## config.mk

```make
export PLATFORM = sky130hd
export DESIGN_NAME = operand_mux_pipe_flat
export DESIGN_NICKNAME = d
export VERILOG_FILES = /design/src/rtl/operand_mux_pipe_if.sv /design/src/rtl/operand_mux_pipe.sv /design/src/flat_wrapper.sv
export SDC_FILE = /design/constraint.sdc
export NUM_CORES = 1
export LEC_CHECK = 0
export CORE_ASPECT_RATIO = 0.8
export CORE_MARGIN = 5
export CORE_UTILIZATION = 46
export CTS_BUF_LIST = sky130_fd_sc_hd__clkbuf_8
export DETAILED_ROUTE_END_ITERATION = 12
export PLACE_DENSITY = 0.86
export SLEW_MARGIN = 20
export SYNTH_ARGS = -nofsm -noshare
export SYNTH_HDL_FRONTEND = slang
export SYNTH_SLANG_ARGS = --single-unit
export TNS_END_PERCENT = 5
```

## constraint.sdc

```tcl
create_clock -name clk -period 5.33 [get_ports clk]
set_clock_uncertainty 0.05 [all_clocks]
set_input_delay 1.599 -clock clk [delete_from_list [all_inputs] [get_ports clk]]
set_output_delay 1.599 -clock clk [all_outputs]
set_load 0.02 [all_outputs]
```

## src/rtl/operand_mux_pipe_if.sv

```systemverilog
// operand_mux_pipe_if: request/response bundle for operand_mux_pipe
//   in_valid/in_ready/in_data/sel   : upstream selection request handshake
//   out_valid/out_ready/out_data    : downstream result handshake
//   out_sel_err                     : head entry came from an out-of-range sel
//   clr_err/err_sticky/err_count    : error accounting control and status
//   master = requester/consumer side, slave = operand_mux_pipe side
interface operand_mux_pipe_if #(
    parameter int WIDTH = 64,
    parameter int N_IN  = 3
);
    localparam int SEL_W = (N_IN > 1) ? $clog2(N_IN) : 1;
    logic                  in_valid;
    logic                  in_ready;
    logic [N_IN*WIDTH-1:0] in_data;
    logic [SEL_W-1:0]      sel;
    logic                  out_valid;
    logic                  out_ready;
    logic [WIDTH-1:0]      out_data;
    logic                  out_sel_err;
    logic                  clr_err;
    logic                  err_sticky;
    logic [15:0]           err_count;
    modport master (
        output in_valid, in_data, sel, out_ready, clr_err,
        input  in_ready, out_valid, out_data, out_sel_err, err_sticky, err_count
    );
    modport slave (
        input  in_valid, in_data, sel, out_ready, clr_err,
        output in_ready, out_valid, out_data, out_sel_err, err_sticky, err_count
    );
endinterface

```

## src/rtl/operand_mux_pipe.sv

```systemverilog
// operand_mux_pipe: N_IN-way WIDTH-bit operand select into a 2-entry elastic output buffer
//   clk   : rising-edge clock
//   reset : asynchronous active-high reset
//   bus   : operand_mux_pipe_if.slave (request, result, error accounting)
module operand_mux_pipe #(
    parameter int WIDTH = 64,
    parameter int N_IN  = 3
) (
    input logic                clk,
    input logic                reset,
    operand_mux_pipe_if.slave  bus
);
    logic [WIDTH-1:0] mem_data [2];
    logic [1:0]       mem_err;
    logic             head, tail, run;
    logic [1:0]       count;
    logic [WIDTH-1:0] sel_data;
    logic             sel_err, push, pop;
    // out-of-range selects match no input and fall through to zero
    always_comb begin
        sel_data = '0;
        for (int k = 0; k < N_IN; k++)
            if (int'(bus.sel) == k) sel_data = bus.in_data[k*WIDTH +: WIDTH];
    end
    assign sel_err = int'(bus.sel) >= N_IN;
    // run keeps in_ready low through reset and until the first edge after it
    assign bus.in_ready    = run && count != 2'd2;
    assign bus.out_valid   = count != 2'd0;
    assign bus.out_data    = bus.out_valid ? mem_data[head] : '0;
    assign bus.out_sel_err = bus.out_valid && mem_err[head];
    assign push = bus.in_valid && bus.in_ready;
    assign pop  = bus.out_valid && bus.out_ready;
    always_ff @(posedge clk)
        if (push) begin
            mem_data[tail] <= sel_data;
            mem_err[tail]  <= sel_err;
        end
    always_ff @(posedge clk or posedge reset)
        if (reset) begin
            run   <= 1'b0;
            head  <= 1'b0;
            tail  <= 1'b0;
            count <= 2'd0;
        end else begin
            run <= 1'b1;
            if (push) tail <= ~tail;
            if (pop) head <= ~head;
            if (push && !pop) count <= count + 2'd1;
            else if (pop && !push) count <= count - 2'd1;
        end
    // a clear coinciding with an erroneous accept records that accept
    always_ff @(posedge clk or posedge reset)
        if (reset) begin
            bus.err_sticky <= 1'b0;
            bus.err_count  <= 16'd0;
        end else if (bus.clr_err) begin
            bus.err_sticky <= push && sel_err;
            bus.err_count  <= {15'd0, push && sel_err};
        end else if (push && sel_err) begin
            bus.err_sticky <= 1'b1;
            if (bus.err_count != 16'hFFFF) bus.err_count <= bus.err_count + 16'd1;
        end
endmodule

```

## src/flat_wrapper.sv

```systemverilog
// flat-port wrapper written by rule: the top's interface ports become plain ports
module operand_mux_pipe_flat 
#(
    parameter int WIDTH = 64,
    parameter int N_IN  = 3
)
  (clk, reset, bus_in_valid, bus_in_data, bus_sel, bus_out_ready, bus_clr_err, bus_in_ready, bus_out_valid, bus_out_data, bus_out_sel_err, bus_err_sticky, bus_err_count);
  operand_mux_pipe_if #(.WIDTH(WIDTH), .N_IN(N_IN)) bus_i ();
  input logic clk;
  input logic reset;
  input wire logic [$bits(bus_i.in_valid)-1:0] bus_in_valid;
  input wire logic [$bits(bus_i.in_data)-1:0] bus_in_data;
  input wire logic [$bits(bus_i.sel)-1:0] bus_sel;
  input wire logic [$bits(bus_i.out_ready)-1:0] bus_out_ready;
  input wire logic [$bits(bus_i.clr_err)-1:0] bus_clr_err;
  output wire logic [$bits(bus_i.in_ready)-1:0] bus_in_ready;
  output wire logic [$bits(bus_i.out_valid)-1:0] bus_out_valid;
  output wire logic [$bits(bus_i.out_data)-1:0] bus_out_data;
  output wire logic [$bits(bus_i.out_sel_err)-1:0] bus_out_sel_err;
  output wire logic [$bits(bus_i.err_sticky)-1:0] bus_err_sticky;
  output wire logic [$bits(bus_i.err_count)-1:0] bus_err_count;
  assign bus_i.in_valid = bus_in_valid;
  assign bus_i.in_data = bus_in_data;
  assign bus_i.sel = bus_sel;
  assign bus_i.out_ready = bus_out_ready;
  assign bus_i.clr_err = bus_clr_err;
  assign bus_in_ready = bus_i.in_ready;
  assign bus_out_valid = bus_i.out_valid;
  assign bus_out_data = bus_i.out_data;
  assign bus_out_sel_err = bus_i.out_sel_err;
  assign bus_err_sticky = bus_i.err_sticky;
  assign bus_err_count = bus_i.err_count;
  operand_mux_pipe #(.WIDTH(WIDTH), .N_IN(N_IN)) u_core (.clk(clk), .reset(reset), .bus(bus_i));
endmodule
```

==> impl_results.md <==
- Arrival time worst endpoint: 2.63 ns
- Final setup viols: 0
- Synth cell count leaders: edfxtp_1, mux2i_1, nor2_1
- GR Overflow Total: 0
- # diodes: 0
- Row Count: slightly above 40
- Worst Tran Pin Value: 0.899 ns
- Crit start category: register
- Clock Tree Buf Depth: 2
- Status: finished, final reports clean
- RD Place Congestion: 0.896
- # fillers: 1223
- Ratio of cells with drive above 1 in the final layout: 6.27%
- Leakage: roughly 4.2 nW
- Reg power frac: 36.6%
- Async SR Flop Fraction: 14.5%
- Fmax: 234 MHz
- Height of the die: 124 µm
- CP required: between 3 and 4 ns
- Critical Path End Type: output port
- Initial DRT Pass Iterations: 5
- Syn nets: 827
- Clk slew on worst S/H paths: 0.08 ns
- Placeable Area: between 15000 and 20000 µm²
- CP max FO: approximately 40
- Starting Density: 47.1%
- Register area share after synthesis: 59.9%
- Post-synth top flop: edfxtp_1
- Fin nets: 1097
- EDFF count, synth: 130
- Switching share of power: between 30% and 40%
- Critical path's slowest cell: dfrtp_4
- Clk sink count: approximately 150
- # port buffers: 282
- Max-cap viol count: 0
- Max Slew Vio Count: 0
- H-tree levels: 4
- Via count: 5812
- Comb power frac: 41.3%
- Routed WL per cell: 18.2 µm
- Layout area overhead: 46.8%
- Non-Filler Instances: 1124
- Full die area: 18800 µm²
- Max incr delay on CP: 0.91 ns
- Top cells by area, synth: edfxtp_1, mux2i_1, dfrtp_1
- Hold Vio Cnt, Final: 0
- Clk_lat worst skew: 0.45 ns
- Postcts setup bufs: 0
- Clk pwr share: 22.1%
- Critical-path cell list: buf_4, mux2i_1, nor2_1, clkdlybuf4s50_1
- Syn Area/Cell: about 12 µm²
- Synth area leader: edfxtp_1
- TNS Setup: 0 ns
- Mapped cell area: 7440 µm²
- Synth Instances: between 600 and 700
- PD cells: 400 nW/µm²
- CTS tree: done
- Post-synth cell types: 39
- Ports: 283
- Die Wd: 152 µm
- Initial DRC Count: 311
- First-pass GRT wire length: ~31000 µm
- Initial antenna violation count: 0
- Kind of critical path: reg -> out
- Post-Place Setup Slack: 1.47 ns
- Dpl cells: between 1000 and 1500
- Post-route clock period utilization: 80.3%
- Pin count of the biggest net entering global routing: 45
- # resized after CTS: 0
- Unrepaired setup endpoints after global routing: false
- Hold Crit Class: reg -> reg
- Detailed Place HPWL: 15300 µm
- Worst VDD drop: roughly 0.18 mV
- Clock buffer count from CTS: 17
- Avg Vias per Cell: 5.17
- Slew Limit Headroom: around two fifths
- Psw: 1.49 mW
- Remaining DRCs: 0
- Routed WL: about 20000 µm
- Synth warn: 0
- Final worst slack: roughly 1.0 ns
- Vias in the first global route: between 5000 and 6000
- Top-area cell type share of the netlist area: between 50% and 60%
- All-Layer GR Usage: a little over a fifth
- Post-route ant nets: 0
- Min cycle time layout: approximately 4.3 ns
- #FFs+latches synth: 152
- Clock root buffer: clkbuf_8
- # hold bufs at CTS: 0
- Internal Pwr Total: 2.88 mW
- Final Hold Slack: 0.512 ns
[worst max-delay path: cells and delay by family, from the launching register on]
family	cells	cell delay [ns]
DFF	1	0.91
muxes	1	0.26
and+or+nand+nor	1	0.07
buffers and inverters	2	0.92
[registers in the layout (all words and copies together), names as in the netlist]
| register | flops |
|---|---|
| u_core.mem_data | 128 |
| u_core.bus.err_count | 16 |
| u_core.count | 2 |
| u_core.mem_err | 2 |
| u_core.bus.err_sticky | 1 |
| u_core.head | 1 |
| u_core.run | 1 |
| u_core.tail | 1 |
[power groups by stage]
stage                     logic (mW)  clock network [mW]  registers (mW)
after floorplan                 1.01                   0            1.53
after global placement          1.79                   0            1.62
after detailed placement        1.82                   0            1.63
after CTS                       1.83               0.991            1.60
after global routing            1.92                1.04            1.62
final                           1.81               0.967            1.60
[final cells by class]
type / count / area, µm² / area share, %
clock buffers: 17 / 234 / 2.14
well taps: 215 / 269 / 2.46
repair buffers: 292 / 2920 / 26.7
flip-flops and latches: 152 / 4460 / 40.8
inverters: 6 / 22.5 / 0.206
clock inverters: 15 / 210 / 1.92
multi-input cells: 427 / 2810 / 25.7
[logic make-up (layout without fill, tap and decap cells)]
kind of cell | count (synthesis) | after routing | synth area share (%)
buffers and inverters | 47 | 330 | 2.64
DFF | 152 | 152 | 59.9
other | 1 | 1 | 0.0504
adders and majority gates | 2 | 2 | 0.336
AOI/OAI and AO/OA | 81 | 81 | 5.87
xor gates and xnor gates | 5 | 5 | 0.589
muxes | 136 | 136 | 18.4
and+or+nand+nor | 202 | 202 | 12.2
[cells in the final DEF (no fill, tap or decap), types with 4 or more instances in the layout]
cell type        synthesis  final
o31ai_1                  5      5
clkinv_2                 0      4
buf_4                    0      9
o21ai_0                 65     65
nor2b_1                  8      6
clkdlybuf4s50_1          0    280
a21oi_1                  5      5
clkbuf_8                 0     17
edfxtp_1               130    130
mux2i_1                130    130
nor3_1                   4      4
nand2_1                 71     71
inv_1                    6      8
bufinv_16                0      5
nor2_1                  77     76
mux2_2                   6      6
dfrtp_1                 22     21
nand3_1                  9      9
or4_1                    5      5
and2_1                   4      4
nor4_1                   6      6
[final timing paths]
check,from,to,slack (ns),cells after the start
worst max-delay path,u_core.head,bus_out_data[61],1.05,4
min in group asynchronous,reset,u_core.bus.err_count[4],1.59,2
max in group asynchronous,reset,u_core.head,2.98,2
worst min-delay path,u_core.bus.err_sticky,u_core.bus.err_sticky,0.51,2
worst min register to register,u_core.bus.err_sticky,u_core.bus.err_sticky,0.51,2
worst max register to register,u_core.count[0],u_core.mem_data[0][18],3.09,4
[per-layer routing]
metal,vias to the layer above,GRT usage [%],wire length (µm)
met5,-,0,0
met4,0,8.87,498
met3,37,5.63,1540
met2,247,37.2,10300
met1,2710,25.0,8060
li1,2818,-,-
[per-stage QoR]
| step | total power [mW] | instance area [µm²] | util, % |
|---|---|---|---|
| final | 4.37 | 10900 | 69.1 |
| after global routing | 4.57 | 10900 | 69.1 |
| after CTS | 4.42 | 10900 | 69.1 |
| after detailed placement | 3.45 | 10500 | 66.3 |
| after global placement | 3.41 | 10500 | 66.3 |
| after floorplan | 2.55 | 7440 | - |
Note: power is estimated with default switching activity, not from simulation.
